## src/rtl/viterbi_pkg.sv

```systemverilog
// Shared definitions for the soft-decision K=3 Viterbi decoder.
//   N_STATES  : trellis states (state = {newest input, previous input})
//   N_BRANCH  : distinct branch registers {u, s[1], s[0]}
//   G0_DEF/G1_DEF : default generator polynomials (7/5 octal)
//   fsm_t     : frame-control states
//   enc_bits  : expected {code bit 1, code bit 0} for input u leaving state st
package viterbi_pkg;

  localparam int unsigned N_STATES = 4;
  localparam int unsigned N_BRANCH = 8;
  localparam logic [2:0]  G0_DEF   = 3'b111;
  localparam logic [2:0]  G1_DEF   = 3'b101;

  typedef enum logic [1:0] {
    IDLE,
    RUN,
    FLUSH
  } fsm_t;

  function automatic logic [1:0] enc_bits(input logic       u,
                                          input logic [1:0] st,
                                          input logic [2:0] g0 = G0_DEF,
                                          input logic [2:0] g1 = G1_DEF);
    logic [2:0] r;
    r = {u, st};
    return {^(r & g1), ^(r & g0)};
  endfunction

endpackage

```

## src/rtl/soft_bmu.sv

```systemverilog
// Soft-decision branch metric unit (combinational).
//   in_sym0/in_sym1 : soft values, 0 = strong '0', all-ones = strong '1'
//   bm[r]           : metric of branch register r = {u, s[1], s[0]},
//                     sum of the distances of both symbols to the expected code bits
module soft_bmu
  import viterbi_pkg::*;
#(
  parameter int unsigned SOFT_W = 3,
  parameter logic [2:0]  G0     = G0_DEF,
  parameter logic [2:0]  G1     = G1_DEF
) (
  input  logic [SOFT_W-1:0]               in_sym0,
  input  logic [SOFT_W-1:0]               in_sym1,
  output logic [N_BRANCH-1:0][SOFT_W:0]   bm
);

  localparam logic [SOFT_W-1:0] SOFT_MAX = '1;

  logic [2:0]        r;
  logic [1:0]        code;
  logic [SOFT_W-1:0] cost0;
  logic [SOFT_W-1:0] cost1;

  always_comb begin
    bm    = '0;
    r     = '0;
    code  = '0;
    cost0 = '0;
    cost1 = '0;
    for (int unsigned i = 0; i < N_BRANCH; i++) begin
      r     = 3'(i);
      code  = enc_bits(r[2], r[1:0], G0, G1);
      cost0 = code[0] ? (SOFT_MAX - in_sym0) : in_sym0;
      cost1 = code[1] ? (SOFT_MAX - in_sym1) : in_sym1;
      bm[i] = {1'b0, cost0} + {1'b0, cost1};
    end
  end

endmodule

```

## src/rtl/viterbi_soft_decoder.sv

```systemverilog
// Streaming rate-1/2 K=3 soft-decision Viterbi decoder with register-exchange
// survivors and framed operation (sop/eop) including end-of-frame flush.
//   clk, rst_n          : clock, asynchronous active-low reset
//   in_valid/in_ready   : soft symbol pair handshake
//   in_sym0/in_sym1     : soft values for code bits 0 and 1
//   in_sop/in_eop       : first/last symbol of a frame (qualified by accept)
//   out_valid/out_ready : decoded bit handshake
//   out_bit/out_last    : decoded bit, marks the final bit of a frame
//   busy                : decoder is inside a frame (state != IDLE)
module viterbi_soft_decoder
  import viterbi_pkg::*;
#(
  parameter int unsigned SOFT_W   = 3,
  parameter int unsigned PM_W     = 8,
  parameter int unsigned TB_DEPTH = 16,
  parameter logic [2:0]  G0       = G0_DEF,
  parameter logic [2:0]  G1       = G1_DEF
) (
  input  logic              clk,
  input  logic              rst_n,
  input  logic              in_valid,
  output logic              in_ready,
  input  logic [SOFT_W-1:0] in_sym0,
  input  logic [SOFT_W-1:0] in_sym1,
  input  logic              in_sop,
  input  logic              in_eop,
  output logic              out_valid,
  input  logic              out_ready,
  output logic              out_bit,
  output logic              out_last,
  output logic              busy
);

  localparam int unsigned BM_W  = SOFT_W + 1;
  localparam int unsigned PMX_W = PM_W + 1;
  localparam int unsigned CNT_W = $clog2(TB_DEPTH + 1);
  localparam int unsigned IDX_W = $clog2(TB_DEPTH);
  localparam logic [CNT_W-1:0] DEPTH   = CNT_W'(TB_DEPTH);
  localparam logic [PM_W-1:0]  PM_HALF = {1'b1, {(PM_W-1){1'b0}}};
  localparam logic [N_STATES-1:0][PM_W-1:0] PM_INIT =
    {{(N_STATES-1){PM_HALF}}, {PM_W{1'b0}}};

  fsm_t                               state_q, state_d;
  logic [N_STATES-1:0][PM_W-1:0]      pm_q, pm_cur, pm_new;
  logic [N_STATES-1:0][TB_DEPTH-1:0]  path_q, path_cur, path_new;
  logic [TB_DEPTH-1:0]                flush_q;
  logic [CNT_W-1:0]                   k_q, k_cur, k_new, rem_q, rem_new;
  logic [IDX_W-1:0]                   rem_idx;
  logic [N_BRANCH-1:0][BM_W-1:0]      bm;
  logic [N_STATES-1:0][PMX_W-1:0]     win;
  logic [N_STATES-1:0]                dec;
  logic [PMX_W-1:0]                   c0, c1, win_min, diff;
  logic [1:0]                         sp, p0, p1, best;
  logic                               accept, frame_init, emit, flush_go;

  soft_bmu #(
    .SOFT_W (SOFT_W),
    .G0     (G0),
    .G1     (G1)
  ) u_bmu (
    .in_sym0 (in_sym0),
    .in_sym1 (in_sym1),
    .bm      (bm)
  );

  assign in_ready   = rst_n & (state_q != FLUSH) & (~out_valid | out_ready);
  assign accept     = in_valid & in_ready;
  // A symbol accepted in IDLE always starts a frame, with or without sop.
  assign frame_init = accept & (in_sop | (state_q == IDLE));
  assign k_cur      = frame_init ? '0 : k_q;
  assign k_new      = (k_cur == DEPTH) ? DEPTH : k_cur + CNT_W'(1);
  assign emit       = accept & (k_new == DEPTH);
  // k_new never exceeds the depth, so it already equals min(k_new, depth).
  assign rem_new    = k_new - CNT_W'(emit);
  assign flush_go   = (state_q == FLUSH) & (~out_valid | out_ready);
  assign rem_idx    = IDX_W'(rem_q - CNT_W'(1));
  assign busy       = (state_q != IDLE);

  // ACS with frame initialisation applied ahead of the current symbol,
  // normalisation against the smallest survivor, and register exchange.
  always_comb begin
    pm_cur   = frame_init ? PM_INIT : pm_q;
    path_cur = frame_init ? '0 : path_q;
    win      = '0;
    dec      = '0;
    path_new = '0;
    pm_new   = '0;
    c0       = '0;
    c1       = '0;
    sp       = '0;
    p0       = '0;
    p1       = '0;
    diff     = '0;
    best     = '0;
    for (int unsigned s = 0; s < N_STATES; s++) begin
      sp          = 2'(s);
      p0          = {sp[0], 1'b0};
      p1          = {sp[0], 1'b1};
      c0          = {1'b0, pm_cur[p0]} + PMX_W'(bm[{sp, 1'b0}]);
      c1          = {1'b0, pm_cur[p1]} + PMX_W'(bm[{sp, 1'b1}]);
      dec[s]      = (c1 < c0);
      win[s]      = dec[s] ? c1 : c0;
      path_new[s] = {path_cur[dec[s] ? p1 : p0][TB_DEPTH-2:0], sp[1]};
    end
    win_min = win[0];
    for (int unsigned s = 1; s < N_STATES; s++) begin
      if (win[s] < win_min) win_min = win[s];
    end
    for (int unsigned s = 0; s < N_STATES; s++) begin
      diff      = win[s] - win_min;
      pm_new[s] = diff[PM_W] ? '1 : diff[PM_W-1:0];
    end
    for (int unsigned s = 1; s < N_STATES; s++) begin
      if (pm_new[s] < pm_new[best]) best = 2'(s);
    end
  end

  always_comb begin
    state_d = state_q;
    case (state_q)
      IDLE, RUN: begin
        if (accept) begin
          if (in_eop) state_d = (rem_new == '0) ? IDLE : FLUSH;
          else        state_d = RUN;
        end
      end
      FLUSH: begin
        if (flush_go && (rem_q == CNT_W'(1))) state_d = IDLE;
      end
      default: state_d = IDLE;
    endcase
  end

  always_ff @(posedge clk or negedge rst_n) begin
    if (!rst_n) begin
      state_q   <= IDLE;
      pm_q      <= PM_INIT;
      path_q    <= '0;
      flush_q   <= '0;
      k_q       <= '0;
      rem_q     <= '0;
      out_valid <= 1'b0;
      out_bit   <= 1'b0;
      out_last  <= 1'b0;
    end else begin
      state_q <= state_d;
      if (accept) begin
        pm_q   <= pm_new;
        path_q <= path_new;
        k_q    <= k_new;
        if (in_eop) begin
          flush_q <= path_new[best];
          rem_q   <= rem_new;
        end
      end
      // accept and flush_go are exclusive: in_ready is low during FLUSH.
      if (emit) begin
        out_valid <= 1'b1;
        out_bit   <= path_new[best][TB_DEPTH-1];
        out_last  <= in_eop & (rem_new == '0);
      end else if (flush_go) begin
        out_valid <= 1'b1;
        out_bit   <= flush_q[rem_idx];
        out_last  <= (rem_q == CNT_W'(1));
        rem_q     <= rem_q - CNT_W'(1);
      end else if (out_ready) begin
        out_valid <= 1'b0;
      end
    end
  end

endmodule

```

## config.mk

```make
export PLATFORM = sky130hd
export DESIGN_NAME = viterbi_soft_decoder
export DESIGN_NICKNAME = d
export VERILOG_FILES = /design/src/rtl/viterbi_pkg.sv /design/src/rtl/soft_bmu.sv /design/src/rtl/viterbi_soft_decoder.sv
export SDC_FILE = /design/constraint.sdc
export NUM_CORES = 1
export LEC_CHECK = 0
export ABC_CLOCK_PERIOD_IN_PS = 21200
export CAP_MARGIN = 30
export CELL_PAD_IN_SITES_DETAIL_PLACEMENT = 1
export CELL_PAD_IN_SITES_GLOBAL_PLACEMENT = 1
export CORE_MARGIN = 5
export CORE_UTILIZATION = 38
export CTS_BUF_LIST = sky130_fd_sc_hd__clkbuf_4 sky130_fd_sc_hd__clkbuf_8
export DETAILED_ROUTE_END_ITERATION = 10
export PLACE_DENSITY_LB_ADDON = 0.1
export SYNTH_ARGS = -nofsm -noshare
export SYNTH_HDL_FRONTEND = slang
export SYNTH_SLANG_ARGS = --single-unit
```

## constraint.sdc

```tcl
create_clock -name clk -period 21.2 [get_ports clk]
set_input_delay 3.18 -clock clk [delete_from_list [all_inputs] [get_ports clk]]
set_output_delay 3.18 -clock clk [all_outputs]
set_load 0.01 [all_outputs]
```

## Word-level counts from Yosys, hierarchy flattened

Cells that the tools add are included.

| word-level totals | value |
|---|---|
| logic and storage cells | 135 |
| bits of input ports | 12 |
| register bits after elaboration | 125 |
| output and inout port bits | 5 |

| cells by class | value |
|---|---|
| $add $sub $neg | 21 |
| reductions and logical operators | 9 |
| equal/unequal tests | 8 |
| bitwise gates (word level) | 10 |
| order comparisons | 18 |
| muxes and demuxes | 54 |

Operators by type and width:

| cell | count |
|---|---|
| $bmux 16 s2 | 5 |
| $add 8x4->9 | 8 |
| $mux 64 | 1 |
| $lt 9x9->1 | 7 |
| $mux 9 | 7 |
| $mux 15 | 4 |
| $mux 8 | 6 |
| $sub 9x9->9 | 4 |
| $bmux 8 s2 | 2 |
| $mux 32 | 1 |
| $mux 5 | 6 |
| $lt 8x8->1 | 3 |
| $add 3x3->4 | 4 |
| $mux 16 | 1 |
| $lt 2x3->1 const B | 5 |
| $mux 1 | 13 |
| $mux 2 | 6 |
| $eq 5x5->1 const B | 2 |
| $and 1x1->1 | 7 |
| $lt 1x3->1 const B | 2 |
| $sub 3x3->3 const A | 2 |
| $add 5x1->5 const B | 1 |
| $eq 5x1->1 const B | 1 |
| $logic_not 5->1 | 1 |
| other kinds (17) | 21 |

## Logic depth before layout (Yosys ltp)

| logic depth | value |
|---|---|
| word-level depth | 30 |
| depth in mapped cells | 101 |
| mapped depth without buffers | 89 |

## By module

A second synthesis with hierarchy kept.

| unflattened totals | value |
|---|---|
| cells, all modules | 1,644 |
| area, all modules | 13,025.0 sq um |

Modules (own cells, without submodules):

| module | instances | cells each | area an instance (sq um) | sequential area each (sq um) |
|---|---|---|---|---|
| viterbi_soft_decoder | 1 | 1,585 | 12,490.7 | 2,931.6 |
| soft_bmu | 1 | 59 | 534.3 | 0.0 |

## Worst setup path after synthesis

No wires, ideal clock.

| timing path | value |
|---|---|
| path type | input to register |
| from | in in_sop |
| to | reg flush_q[10] |
| data required time | 21.118 ns |
| library setup time | 0.082 ns |
| path slack | 0.409 ns |
| buffers on the path | 13 |
| cell stages on the path | 96 |
| arrival time | 20.709 ns |
| cells stage by stage | and2_1 > o211ai_2 > buf_2 > buf_1 > buf_1 > clkbuf_1 > buf_1 > clkbuf_1 > and2_1 > ha_1 > ha_1 > a31oi_1 > nor2_1 > mux2i_1 > o21ai_0 > nand2_1 > xor2_1 > nor2_1 > [60 not listed] > a21o_1 > a211oi_1 > nand2_1 > nor2_1 > a31oi_1 > clkbuf_1 > nand2_1 > o21ai_0 > ha_1 > o21a_1 > nor2_1 > o31a_1 > or2_2 > o22a_4 > nor2_1 > buf_2 > a22oi_1 > a31oi_1 |

RTL lines:

| item | line | RTL |
|---|---|---|
| start, declared | viterbi_soft_decoder.sv:25 | `input logic in_sop,` |
| end signal, assigned | viterbi_soft_decoder.sv:152 | `flush_q <= path_new[best];` |
| end, declared | viterbi_soft_decoder.sv:46 | `logic [TB_DEPTH-1:0] flush_q;` |

==> results.cfg <==
[outcome]
status = finished, final reports clean

[sta]
fin_crit_ns = 20.28
setup_viol = 0
hold_violations = 0
fmax_mhz = 49.3
worst_slew_pin_slew_ns = 0.921
finalCritPeriodShare_pct = 95.7
slew_violations = 0
clock_skew_ns = 0.0119
relSlewSlack_pct = 38.6

[yosys]
ys_top_cells_by_count = nand2_1, o21ai_0, nor2_1, ha_1, dfrtp_1
synth_cell_type_count = 97
ys.flop_type = dfrtp_1
synth_top_area_cell = dfrtp_1
yosysWarnings = 0
synth_top_area_share_pct = 21.3
synth_fp_nets = 1892
seq_area_frac_synth_pct = 21.9
synthCells = 1743
yosysMostFrequentCell = nand2_1
synthesis.area_mm2 = 0.0134
yosys_register_bits = 117
async_flop_share_pct = 100
avgSynthCellArea_um2 = 7.69
synth_area_leaders = dfrtp_1, ha_1, nand2_1, o21ai_0, mux2i_1
synth-edff-count = 0

[clock_tree]
cts_buffer_depth = 2
cts_sinks = 117
numCtsBuffers = 17
clk_root_buffer_cell = clkbuf_8
clk_latency_ns = 0.45
cts_tree = done
clk_pin_slew_ns = 0.07
cts-htree-levels = 4

[worst_setup_path]
arrival_ns = 20.64
cpMostUsedCell = ha_1
critical_path_peak_fanout = 12
r2r_start = state_q[0]
worstReg2RegEnd = flush_q[14]
critPathKind = input port to register
critPathCaptureType = register
startpoint_type = input port
worst_path_largest_cell_delay_ns = 0.62
r2r_setup_slack_ns = 3.82
r2r_cells = 84
required_ns = 21.56
critPathSlowestCell = or4_4

[route]
drt_first_pass_iters = 7
num_vias = 13074
drt-vias-per-instance = 5.79
drt_iter0_markers = 902
ant_nets = 0
wirelength_um = 49600
drcViolationCount = 0
wl_per_cell_um = 22.0

[die]
dieHeight_um = 198
dieArea_mm2 = 0.0391
ios = 17
die_w_um = 198
num_rows = 68
start_util_pct = 38.6
core_mm2 = 0.0347

[cells_and_area]
final_cells = 2258
drive_above_1_share_pct = 12.3
diodes = 0
fin_util_pct = 43.5
area_delta_synth_final_pct = 12.8
fillers = 4315
finalNetCount = 1940

[global_route]
antenna_found_initial = 2
gr-usage-all-layers_pct = 24.8
grt_pass1_vias = 13209
grt_max_degree = 85
grt_first_pass_wirelength_um = 76500
grt.overflow.total = 0

[min_path]
hold_depth = 1
hold_path_end = out_last
hold_class = register to register
min_from = out_last

[place]
gp_congestion = 0.960
port_buffers = 16
dp_hpwl_um = 39300
dp.cells = 2216

[flow_run]
drv_cap = 0
-- flip-flops by register name, summed over array words and instances (netlist names) --
register	flops
path_q	54
k_q	5
out_last	1
state_q	2
pm_q	32
rem_q	5
flush_q	16
out_bit	1
out_valid	1
-- cell type report --
cell class | count | area [um2] | area share (%)
Multi-Input combinational cell | 1443 | 9930 | 65.7
Sequential cell | 117 | 2930 | 19.4
Timing Repair Buffer | 99 | 831 | 5.50
Tap cell | 455 | 569 | 3.77
Inverter | 113 | 424 | 2.81
Clock buffer | 23 | 298 | 1.97
Clock inverter | 8 | 124 | 0.820
-- stage by stage --
step	worst slack, ns	setup TNS, ns	cell area, um2	hold slack [ns]
final	0.916	0	15100	0.485
after floorplan	0.409	0	13400	0.433
after global routing	-0.0231	-0.0362	15100	0.505
after CTS	0.000753	0	14900	0.490
after global placement	-0.449	-5.97	14400	0.462
after detailed placement	-0.877	-12.41	14400	0.470
-- cells in the final DEF (no fill, tap or decap), drive strengths merged, types with 17 or more instances in the layout --
cell type / Yosys / final
nand2: 245 / 245
o21ai: 188 / 188
nor2: 152 / 153
ha: 133 / 133
dfrtp: 114 / 114
inv: 112 / 112
a21oi: 96 / 96
mux2i: 86 / 86
buf: 21 / 84
xnor2: 65 / 65
a31oi: 49 / 49
nor3: 32 / 32
nand3: 31 / 31
and2: 28 / 28
xor2: 28 / 28
a21o: 28 / 28
clkbuf: 50 / 23
and3: 19 / 19
nor2b: 19 / 19
nand2b: 17 / 17
o21a: 17 / 17
a22oi: 17 / 17
o211ai: 17 / 17
-- worst max path at each step --
stage | start | endpoint
6_report | in_sym0[0] | flush_q[14]
5_1_grt | in_sym0[0] | flush_q[8]
4_1_cts | in_sym1[1] | flush_q[11]
3_5_place_dp | in_sym0[1] | flush_q[14]
3_3_place_gp | in_sym0[1] | flush_q[14]
2_1_floorplan | in_sop | flush_q[10]
-- worst max-delay path, delay by kind of cell --
family                     cells  cell delay (ns)
AOI/OAI and AO/OA             30             6.71
and+or+nand+nor               28             4.72
adders and majority gates     12             3.26
buffers and inverters         10             1.75
muxes                          3             0.70
xor gates and xnor gates       2             0.35
-- timing repair --
action / in CTS / in global routing
gates cloned: 0 / 1
buffers inserted: 1 / 9
hold buffers: 0 / 0
setup endpoints to repair: 16 / 17
resized for setup: 3 / 48
pin swaps: 1 / 8
-- logic make-up after synthesis --
| kind of cell | after synthesis | share of synthesized area [%] |
|---|---|---|
| simple gates | 605 | 20.8 |
| compound gates | 501 | 24.0 |
| buf+inv | 184 | 5.47 |
| fa+ha+maj | 141 | 13.3 |
| flops | 117 | 21.9 |
| mux | 102 | 8.30 |
| xor+xnor | 93 | 6.19 |
-- layer usage --
metal  global-route usage (%)  routed length, um  vias up
li1                         -                  -     6293
met1                     35.2              23800     6461
met2                     39.8              22700      269
met3                     3.93               2030       49
met4                     5.76               1010        2
met5                        0                  7        -
Power is not shown: default switching activity piles up to over one toggle a cycle in this logic, so the estimate is an artifact.
